### src/rtl/regport_rr_arbiter.sv
// Round-robin arbiter for the shared 16-way register write port: grants one requester at a time,
// drives the select index and enable of the 4-to-16 decoder, with hold timeout and a one-cycle gap.
module regport_rr_arbiter #(
   parameter int unsigned UUID     = 0,
   parameter string       NAME     = "",
   parameter int unsigned MAX_HOLD = 8
) (
   input  logic        clk,
   input  logic        rst,
   input  logic [15:0] Request,
   input  logic        Release,
   input  logic        Stall,
   output logic        Grant_Valid,
   output logic [3:0]  Grant_Index,
   output logic        Preempt
);

   typedef enum logic [1:0] {
      ST_IDLE  = 2'd0,
      ST_GRANT = 2'd1,
      ST_GAP   = 2'd2
   } state_t;

   localparam logic [7:0] HoldLimit  = 8'(MAX_HOLD);
   localparam bit         HoldActive = (MAX_HOLD != 0);

   state_t      state_q;
   logic [3:0]  ptr_q;
   logic [7:0]  hold_q;
   logic        valid_q;
   logic [3:0]  idx_q;
   logic        preempt_q;

   logic [3:0]  winnerIdx;
   logic        anyReq;
   logic        otherReq;
   logic        ownerReq;
   logic        holdExpired;

   // Scan downward so the last hit is the first set bit at or after the rotation pointer.
   always_comb begin
      winnerIdx = ptr_q;
      for (int i = 15; i >= 0; i--) begin
         if (Request[ptr_q + 4'(i)]) begin
            winnerIdx = ptr_q + 4'(i);
         end
      end
   end

   assign anyReq      = |Request;
   assign ownerReq    = Request[idx_q];
   assign otherReq    = |(Request & ~(16'b1 << idx_q));
   assign holdExpired = HoldActive && (hold_q >= HoldLimit);

   // Stall blocks new grants and the timeout path, but a release or withdrawal still ends the grant.
   always_ff @(posedge clk) begin
      if (rst) begin
         state_q   <= ST_IDLE;
         ptr_q     <= 4'd0;
         hold_q    <= 8'd0;
         valid_q   <= 1'b0;
         idx_q     <= 4'd0;
         preempt_q <= 1'b0;
      end else begin
         preempt_q <= 1'b0;
         case (state_q)
            ST_IDLE, ST_GAP: begin
               if (!Stall && anyReq) begin
                  state_q <= ST_GRANT;
                  valid_q <= 1'b1;
                  idx_q   <= winnerIdx;
                  hold_q  <= 8'd1;
               end else begin
                  state_q <= ST_IDLE;
               end
            end
            ST_GRANT: begin
               if (Release || !ownerReq) begin
                  state_q <= ST_GAP;
                  valid_q <= 1'b0;
                  ptr_q   <= idx_q + 4'd1;
               end else if (holdExpired && !Stall && otherReq) begin
                  state_q   <= ST_GAP;
                  valid_q   <= 1'b0;
                  ptr_q     <= idx_q + 4'd1;
                  preempt_q <= 1'b1;
               end else if (!Stall && (hold_q != 8'hFF)) begin
                  hold_q <= hold_q + 8'd1;
               end
            end
            default: begin
               state_q <= ST_IDLE;
               valid_q <= 1'b0;
            end
         endcase
      end
   end

   assign Grant_Valid = valid_q;
   assign Grant_Index = idx_q;
   assign Preempt     = preempt_q;

endmodule
### config.mk
export PLATFORM = sky130hd
export DESIGN_NAME = regport_rr_arbiter
export DESIGN_NICKNAME = d
export VERILOG_FILES = /design/src/rtl/regport_rr_arbiter.sv
export SDC_FILE = /design/constraint.sdc
export NUM_CORES = 1
export LEC_CHECK = 0
export CORE_MARGIN = 2
export CORE_UTILIZATION = 50
export DETAILED_ROUTE_END_ITERATION = 7
export MAX_ROUTING_LAYER = met4
export PLACE_DENSITY_LB_ADDON = 0.08
export RECOVER_POWER = 50
export SLEW_MARGIN = 40
export SYNTH_ARGS = -nofsm -noshare
export SYNTH_HDL_FRONTEND = slang
export SYNTH_SLANG_ARGS = --single-unit
export TNS_END_PERCENT = 50
### constraint.sdc
create_clock -name clk -period 4.36 [get_ports clk]
set_clock_uncertainty 0.2 [all_clocks]
set_input_delay 0.872 -clock clk [delete_from_list [all_inputs] [get_ports clk]]
set_output_delay 0.872 -clock clk [all_outputs]
set_load 0.01 [all_outputs]
==> impl_results.md <==
- Number of global-route vias before repair: 3308
- Worst setup EP type: register
- CORE AREA: 0.007292 mm²
- Unique masters post-synth: 74
- Minimum setup slack after placement: approximately 0.24 ns
- Worst vdd ir: 0.1173 mV
- Final HPWL DP: ~8.3 mm
- FF+latch count, synth: 20
- R2r endpoint: Grant_Index[1]$_SDFFE_PP0P_
- Share of cells above drive strength 1: 0.1820
- WP data arrival: 3.90 ns
- P&R area growth vs syn: 9.121%
- Via density per instance: approximately 6.7
- Setup repair after global routing missed its margin: false
- Via Count: between 3000 and 4000
- HP Class: register to register
- GR Util met3: 0.03734
- Initial antenna violation count: 0
- Worst-Margin Slew: about 0.8 ns
- Worst skew pair latency: about 0.26 ns
- Core Rows: 31
- Initial core utilization: 0.5192
- Required time worst endpoint: 4.37 ns
- Clock period minus worst slack: ~3.9 ns
- Hold wc startpoint: Grant_Valid$_SDFFE_PP0P_
- R2R setup slack: roughly 0.58 ns
- Die width: a little over 90 µm
- Main synth FF type: dfxtp_1
- Initial DRC Count: about 360
- Worst-case reg-to-reg path depth: 9
- Total count of max-transition violations in the final report: 0
- FILL cells: ~700
- Drt pass-1 iters: 5
- Congestion Overflow GR: 0
- Placed Cells: about 530
- M1 GR Usage: 0.3678
- Clock sinks: 20
- Setup-failing EPs final: 0
- Post-cts resize count: 0
- CTS root buffer: clkbuf_8
- Top cells by count, synth: nor2_1 (44), mux2i_1 (28), mux4_2 (28)
- Max Fclk: ~260 MHz
- Top-area cell type share of the netlist area: 0.1666
- Longest Clk Path Bufs: 2
- Met2 Resource Use GR: 0.4265
- H-Tree Depth: 1
- Most common cell in the netlist: nor2_1
- DRT antenna net count: 0
- Mapped Nets: around 450
- Input/output buffers: 25
- Hold depth: 2
- Crit Reg-Reg Startpoint: ptr_q[0]$_SDFFE_PP0P_
- WHS Endpoint: Grant_Valid$_SDFFE_PP0P_
- CTS tree: done
- Hold Vio Cnt, Final: 0
- Crit Path Category: input pin to register
- Global-route wire length before repair: approximately 18 mm
- DRC violations left: 0
- Setup TNS: 0 ns
- Syn Inst Count: around 420
- CP Max Fanout: 11
- Avg Cell Area, Syn: between 9 and 10 µm²
- Fin crit share: 0.8916
- Share of flip-flops with an asynchronous set or reset: 0
- Setup crit start kind: input pin
- Dominant cells by area after synthesis: mux4_2 (17%), dfxtp_1 (11%), mux4_1 (7.6%)
- Reg clk slew, reported paths: 0.08 ns
- Seq/Total Area, Yosys: 0.1058
- GRT Total Usage: 0.2703
- GR peak layer: met2
- Leakage power: about 1.5 nW
- Post-route setup slack: 0.4726 ns
- EDFF count, synth: 0
- Largest area contributor in the netlist: mux4_2
- Cts bufs inserted: 3
- Hold WS: about 0.31 ns
- Warnings, synthesis: 0
- Outcome: finished clean
- Largest net degree at the start of global routing: 27
- Die H: approximately 91 µm
- Io pins: 26
- Cts hold-fix bufs: 0
- Power Density: between 200 and 300 mW/mm²
- Full die area: around 0.0083 mm²
- Final wirelength: approximately 11 mm
- Nets@finish: 470
- Antenna cells: 0
- Post-Layout Cell Count: ~530
- Post CTS Setup Buffer Count: 0
- Total of max-cap violations: 0
- WL/cell: 20.43 µm
- GP Congestion: ~0.95
- Slew headroom: 0.4804
- Cell Area, Synth: around 0.0038 mm²
## cell usage in the layout (no fill, tap or decap), types with 4 or more instances in the layout
master,netlist,layout
mux2i_1,28,28
o21ai_0,4,4
clkdlybuf4s50_1,0,18
nand4_1,5,5
nor2b_1,6,6
o21ai_1,4,4
nor4_1,10,10
nor2_1,44,44
nand3_1,11,11
a221oi_1,4,4
ha_1,15,15
inv_1,15,15
mux2_2,8,8
xnor2_1,14,13
a211oi_1,12,12
nor3_1,12,12
dlygate4sd3_1,0,7
o22ai_1,6,6
nand2_1,25,25
nand2b_1,7,7
a21oi_1,21,21
xor2_1,6,6
mux4_1,11,11
dfxtp_1,20,20
clkbuf_8,3,4
mux4_2,28,28
o21bai_1,5,5
buf_4,2,24
## power breakdown
group	internal, mW	switching, mW
Clock	0.0805	0.0661
Sequential	0.194	0.0225
Combinational	0.378	0.485
## flip-flops by register name, indices dropped and copies added, names as in the netlist
signal and count:
hold_q 8, ptr_q 4, Grant_Index 4, Grant_Valid 1, state_q 2, Preempt 1
## critical path: stages
cell and delay, ns:
clkdlybuf4s50_1 0.58, mux4_1 0.60, mux4_2 0.58, mux2_2 0.29, or3_1 0.32, a211oi_2 0.19
a211oi_1 0.09, a211oi_1 0.23, o21a_1 0.14
## area by class of cell
class	instances	area, µm²	area share
Sequential cell	20	400.4	0.09691
Multi-Input combinational cell	344	3058	0.7402
Inverter	16	60.06	0.01454
Tap cell	99	123.9	0.02998
Clock buffer	4	55.05	0.01333
Timing Repair Buffer	50	434.2	0.1051
## kinds of logic after synthesis
logic type,count (synthesis),share of synthesized area
xor gates and xnor gates,22,0.05486
DFF,20,0.1057
adders and majority gates,15,0.04957
muxes,77,0.3503
AOI/OAI and AO/OA,88,0.1633
buffers and inverters,53,0.08856
and+or+nand+nor,142,0.1877
## metal layers
metal	vias to the layer above	share of wire	wire [µm]
met1	1720	0.44	4783
met2	172	0.46	4996
li1	1636	-	-
met4	0	0.024	266
met5	-	0	0
met3	25	0.077	841
## worst max path at each step
| stage | start | end | slack, ns | cells past startpoint |
|---|---|---|---|---|
| 2_1_floorplan | ptr_q[0]$_SDFFE_PP0P_ | Grant_Index[1]$_SDFFE_PP0P_ | 0.46 | 14 |
| 3_3_place_gp | Request[1] | Grant_Index[1]$_SDFFE_PP0P_ | 0.31 | 9 |
| 3_5_place_dp | Request[1] | Grant_Index[1]$_SDFFE_PP0P_ | 0.24 | 9 |
| 4_1_cts | Request[1] | Grant_Index[1]$_SDFFE_PP0P_ | 0.52 | 9 |
| 5_1_grt | Request[1] | Grant_Index[1]$_SDFFE_PP0P_ | 0.39 | 9 |
| 6_report | Request[1] | Grant_Index[1]$_SDFFE_PP0P_ | 0.47 | 9 |
## metrics by stage
stage | area (µm²) | power (mW) | utilization
5_1_grt | 4131 | 1.298 | 0.5666
6_report | 4131 | 1.225 | 0.5666
3_3_place_gp | 4073 | 1.056 | 0.5585
2_1_floorplan | 3786 | 0.8685 | -
4_1_cts | 4128 | 1.212 | 0.5661
3_5_place_dp | 4073 | 1.061 | 0.5585
Note: power is estimated with default switching activity, not from simulation.
